===== config.mk =====
export PLATFORM = sky130hd
export DESIGN_NAME = spi_txn_arbiter
export DESIGN_NICKNAME = d
export VERILOG_FILES = /design/src/rtl/spi_txn_arbiter.sv
export SDC_FILE = /design/constraint.sdc
export NUM_CORES = 1
export LEC_CHECK = 0
export BUFFER_PORTS_ARGS = -buffer_cell sky130_fd_sc_hd__buf_2
export CAP_MARGIN = 15
export CORE_UTILIZATION = 53
export CTS_BUF_LIST = sky130_fd_sc_hd__clkbuf_4 sky130_fd_sc_hd__clkbuf_8
export DETAILED_ROUTE_END_ITERATION = 8
export GPL_TIMING_DRIVEN = 1
export PLACE_DENSITY_LB_ADDON = 0.3
export SYNTH_ARGS = -nofsm -noshare
export SYNTH_HDL_FRONTEND = slang
export SYNTH_SLANG_ARGS = --single-unit

===== constraint.sdc =====
create_clock -name clk -period 2.6 [get_ports clk]
set_input_delay 0.13 -clock clk [delete_from_list [all_inputs] [get_ports clk]]
set_output_delay 0.13 -clock clk [all_outputs]
set_load 0.02 [all_outputs]

===== src/rtl/spi_txn_arbiter.sv =====
// spi_txn_arbiter: three-requester round-robin front end for a single SPI master.
// One transaction runs at a time: SETUP, then CS held for XFER_CYCLES, then CAPTURE, then an idle gap.
module spi_txn_arbiter #(
  parameter int unsigned XFER_CYCLES = 18,
  parameter int unsigned GAP_CYCLES  = 2
) (
  input  logic        clk,
  input  logic        reset,
  input  logic [2:0]  req,
  input  logic [5:0]  req_cs,
  input  logic [5:0]  req_rw,
  input  logic [23:0] req_wdata,
  output logic [2:0]  gnt,
  output logic [2:0]  done,
  output logic        err,
  output logic [7:0]  rdata,
  input  logic        cfg_we,
  input  logic [1:0]  cfg_sel,
  input  logic [1:0]  cfg_mode,
  output logic        busy,
  output logic [1:0]  spi_CS,
  output logic [1:0]  spi_RW,
  output logic [1:0]  spi_MODE,
  output logic [7:0]  spi_data_in,
  input  logic [7:0]  spi_data_out
);

  typedef enum logic [2:0] {
    IDLE    = 3'd0,
    SETUP   = 3'd1,
    XFER    = 3'd2,
    CAPTURE = 3'd3,
    GAP     = 3'd4
  } state_t;

  state_t      state_q;
  logic [7:0]  cnt_q;
  logic [1:0]  last_gnt_q;
  logic [1:0]  owner_q;
  logic [1:0]  cs_lat_q;
  logic [1:0]  rw_lat_q;
  logic [1:0]  mode_lat_q;
  logic [2:0]  gnt_q;
  logic [2:0]  done_q;
  logic        err_q;
  logic [7:0]  rdata_q;
  logic [1:0]  spi_cs_q;
  logic [1:0]  spi_rw_q;
  logic [7:0]  spi_din_q;
  logic [1:0]  mode_q [0:3];

  logic        pick_valid;
  logic [1:0]  pick;
  logic [1:0]  cand;
  logic [1:0]  pick_cs;
  logic [1:0]  pick_rw;
  logic [7:0]  pick_wd;
  logic [1:0]  mode_fwd;

  function automatic logic [2:0] onehot(input logic [1:0] i);
    case (i)
      2'd0:    return 3'b001;
      2'd1:    return 3'b010;
      default: return 3'b100;
    endcase
  endfunction

  // Round-robin pick: first requesting index after last_gnt_q, wrapping 0,1,2.
  always_comb begin
    pick_valid = 1'b0;
    pick       = '0;
    cand       = last_gnt_q;
    for (int unsigned k = 0; k < 3; k++) begin
      cand = (cand == 2'd2) ? 2'd0 : cand + 2'd1;
      if (!pick_valid && req[cand]) begin
        pick_valid = 1'b1;
        pick       = cand;
      end
    end
  end

  assign pick_cs = req_cs[{pick, 1'b0} +: 2];
  assign pick_rw = req_rw[{pick, 1'b0} +: 2];
  assign pick_wd = req_wdata[{pick, 3'b000} +: 8];

  // A cfg write landing in the SETUP cycle for the active slave is forwarded so it wins.
  assign mode_fwd = (cfg_we && (cfg_sel == cs_lat_q)) ? cfg_mode : mode_q[cs_lat_q];

  // Per-slave SPI mode registers; entry 0 is never written and reads as 00.
  always_ff @(posedge clk or negedge reset) begin
    if (!reset) begin
      for (int unsigned i = 0; i < 4; i++) mode_q[i] <= '0;
    end else if (cfg_we && (cfg_sel != 2'd0)) begin
      mode_q[cfg_sel] <= cfg_mode;
    end
  end

  // Transaction FSM with registered pulses and SPI drive.
  always_ff @(posedge clk or negedge reset) begin
    if (!reset) begin
      state_q    <= IDLE;
      cnt_q      <= '0;
      last_gnt_q <= 2'd2;
      owner_q    <= '0;
      cs_lat_q   <= '0;
      rw_lat_q   <= '0;
      mode_lat_q <= '0;
      gnt_q      <= '0;
      done_q     <= '0;
      err_q      <= 1'b0;
      rdata_q    <= '0;
      spi_cs_q   <= '0;
      spi_rw_q   <= '0;
      spi_din_q  <= '0;
    end else begin
      gnt_q  <= '0;
      done_q <= '0;
      err_q  <= 1'b0;
      case (state_q)
        IDLE: begin
          if (pick_valid) begin
            gnt_q      <= onehot(pick);
            last_gnt_q <= pick;
            owner_q    <= pick;
            cs_lat_q   <= pick_cs;
            rw_lat_q   <= pick_rw;
            if ((pick_cs == 2'b00) || (pick_rw == 2'b00)) begin
              err_q <= 1'b1;
            end else begin
              spi_rw_q  <= pick_rw;
              spi_din_q <= pick_wd;
              state_q   <= SETUP;
            end
          end
        end
        SETUP: begin
          mode_lat_q <= mode_fwd;
          spi_cs_q   <= cs_lat_q;
          cnt_q      <= 8'(XFER_CYCLES - 1);
          state_q    <= XFER;
        end
        XFER: begin
          if (cnt_q == '0) begin
            spi_cs_q <= '0;
            state_q  <= CAPTURE;
          end else begin
            cnt_q <= cnt_q - 8'd1;
          end
        end
        CAPTURE: begin
          done_q <= onehot(owner_q);
          if (rw_lat_q != 2'b01) rdata_q <= spi_data_out;
          // The mandatory IDLE cycle before arbitration counts as the last gap cycle.
          if (GAP_CYCLES > 1) begin
            cnt_q   <= 8'(GAP_CYCLES - 2);
            state_q <= GAP;
          end else begin
            state_q <= IDLE;
          end
        end
        GAP: begin
          if (cnt_q == '0) state_q <= IDLE;
          else             cnt_q   <= cnt_q - 8'd1;
        end
        default: state_q <= IDLE;
      endcase
    end
  end

  assign gnt         = gnt_q;
  assign done        = done_q;
  assign err         = err_q;
  assign rdata       = rdata_q;
  assign busy        = (state_q != IDLE);
  assign spi_CS      = spi_cs_q;
  assign spi_RW      = spi_rw_q;
  assign spi_data_in = spi_din_q;
  assign spi_MODE    = (state_q == SETUP) ? mode_fwd : mode_lat_q;

endmodule


==> impl_metrics.tcl <==
set metrics [dict create \
    outcome "finished, final reports clean" \
    tightest_slew_ps 569 \
    seqCellArea_um2 1380 \
    wl_per_cell_um 14.1 \
    drv_slew 0 \
    swShare_pct 42.0 \
    insertion_delay_ps 300 \
    place_area_um2 3370 \
    synthTopCellsByCount "dfrtp_1 (54), nand2_1 (29), mux2_2 (27)" \
    p_int_mw 2.35 \
    synth_area_leaders "dfrtp_1 (48%), mux2_2 (11%), nand2_1 (3.8%)" \
    nets 415 \
    async_flop_share_pct 100 \
    clock_path_buffers 2 \
    area_growth_pct 22.3 \
    tritoncts "built" \
    yosysMostFrequentCell "dfrtp_1" \
    syn_nets 326 \
    hold_viol 0 \
    arrival_ps 2500 \
    power.switching_mw 1.70 \
    grt_pass1_wl_um 9930 \
    clkSinkCount 55 \
    ios 84 \
    drc_errors 0 \
    htreeDepth 2 \
    p_leak_nw 1.67 \
    rsz0062_at_grt "no" \
    grt_max_degree 25 \
    synth_fa_ha_area_share_pct 0.881 \
    first_iter_violations 128 \
    synthCells 270 \
    die_height_um 75.2 \
    cp.required_ps 2790 \
    clock_power_share_pct 11.8 \
    synth_top_area_cell "dfrtp_1" \
    fp.coreArea_um2 5140 \
    p_per_area_nw_per_um2 1170 \
    n_fill_cell 441 \
    ys_seq_elements 55 \
    cts-buffers-inserted 5 \
    vias 2365 \
    antenna_left 0 \
    seqPwrFrac_pct 36.1 \
    clock_skew_ps 8.21 \
    overflow 0 \
    die_area_um2 5650 \
    finalSetupTns_ps 0 \
    synth-xor-area-share_pct 2.16 \
    finalSetupViolations 0 \
    die_x_um 75.2 \
    instances_no_fill 430 \
    multi_input_area_um2 1380 \
    synth_top_family_by_area "compound AO/OA/AOI/OAI gates" \
    antenna_cells 0 \
    hold_path.class "input port to flip-flop" \
    synth_ff_type "dfrtp_1" \
    vias_per_cell 5.50 \
    p_comb_share_pct 52.1 \
    peakVddDrop_mv 0.625 \
    dpl.cell_count 421 \
    wirelength_um 6060 \
    cp_max_fo 9 \
    grt_use_total_pct 23.1 \
    path_clk_slew_ps 90 \
    fmax_ghz 0.434 \
    placementRows 26 \
    start_util_pct 55.2 \
    ys_warn_count 0 \
    critPathLaunchType "flip-flop" \
    place_congestion 0.809 \
    synth.distinct_cells 56 \
    drtPass1Iterations 4 \
    synth.cell_area_um2 2840 \
    grt_pass1_vias 2256 \
    syn-mean-instance-area_um2 10.5 \
    post-route-period-util_pct 88.7 \
    end_kind "flip-flop" \
    yosys.area_share.simple_pct 15.5 \
    finalCriticalPeriod_ps 2310 \
    antenna_found_initial 0 \
    synth-edff-count 0 \
    hpwl_um 4630 \
    netlist.area_leader.share_pct 47.6 \
    muxShareOfSynthArea_pct 13.0 \
    port_buffers 83 \
    seq_area_frac_synth_pct 48.5 \
    max-cap-violations 0 \
    root_buffer "clkbuf_8" \
    max_slew_margin_pct 61.7 \
    drive_above_1_share_pct 40.3 \
    critPathKind "flip-flop to flip-flop" \
    synth_compound_area_share_pct 17.1 \
    fin_area_um2 3470 \
]
-- per-layer routing --
layer / up-vias / global-route usage (%) / wire length (um)
met5: - / 0 / 0
met2: 61 / 39.1 / 3070
met3: 4 / 4.15 / 194
li1: 1162 / - / -
met4: 0 / 7.20 / 27
met1: 1138 / 30.4 / 2770
-- registers in the layout (all words and copies together), names as in the netlist --
name         flops
cnt_q            8
cs_lat_q         2
done             3
err              1
gnt              3
last_gnt_q       2
mode_lat_q       2
mode_q           8
owner_q          1
rdata            8
rw_lat_q         2
spi_CS           2
spi_RW           2
spi_data_in      8
state_q          3
-- metrics by stage --
stage	utilization [%]	hold slack, ps	total power, mW	setup slack [ps]
2_1_floorplan	-	-166	2.96	392
3_3_place_gp	65.6	144	3.52	339
3_5_place_dp	65.6	145	3.59	293
4_1_cts	67.6	48.7	4.08	283
5_1_grt	67.6	38.7	4.38	157
6_report	67.6	57.9	4.05	294
-- cell type report --
cell class	instances	share of cell area, %
clock inverter	1	0.252
sequential	55	39.7
inverter	7	0.757
clock buffer	7	2.41
tap	70	2.52
multi-input combinational	195	39.7
timing repair buffer	95	14.6
-- worst max-delay path, stage by stage (launching register included) --
cell and delay, ps:
dfstp_2 580, and2b_1 240, a22o_1 260, a211o_1 270, o221a_2 170, o21ai_4 310
mux2_2 380
-- worst paths after layout --
kind | start | end | slack, ps | depth (start not counted)
worst max-delay path | last_gnt_q[1] | spi_data_in[3] | 290 | 6
worst min-delay path | spi_data_out[3] | rdata[3] | 60 | 2
worst max register to register | last_gnt_q[1] | spi_data_in[3] | 290 | 6
worst min register to register | mode_q[7] | mode_q[7] | 390 | 0
max in group asynchronous | reset | state_q[0] | 1600 | 3
min in group asynchronous | reset | cnt_q[1] | 330 | 2
-- kinds of logic after synthesis --
family,count (synthesis)
simple gates,89
compound gates,66
flops,55
mux,31
buf+inv,20
xor+xnor,7
fa+ha+maj,2
-- power groups by stage --
stage,clock network (mW),logic (mW),registers [mW]
2_1_floorplan,0,1.29,1.67
3_3_place_gp,0,2.05,1.46
3_5_place_dp,0,2.11,1.48
4_1_cts,0.499,2.12,1.46
5_1_grt,0.531,2.34,1.51
6_report,0.480,2.11,1.46
-- placed cells by master (no fill, tap or decap), types with 3 or more instances in the layout --
cell type	count
a21o_1	5
a21oi_1	9
a22o_1	4
a22oi_1	3
a31oi_1	9
buf_2	83
buf_4	11
clkbuf_8	5
dfrtp_1	54
inv_1	6
mux2_2	27
nand2_1	29
nand3_1	5
nand3b_1	3
nor2_1	25
nor2b_1	4
nor3_1	6
o211ai_1	4
o21ai_0	10
o22ai_1	5
xnor2_1	3
xor2_1	4
-- timing repair --
item | in CTS | in global routing
hold buffers | 1 | 0
hold endpoints to repair | 22 | 0
resized for setup | 0 | 0
setup buffers | 0 | 0
No activity file was read; power rests on OpenSTA's default activity.
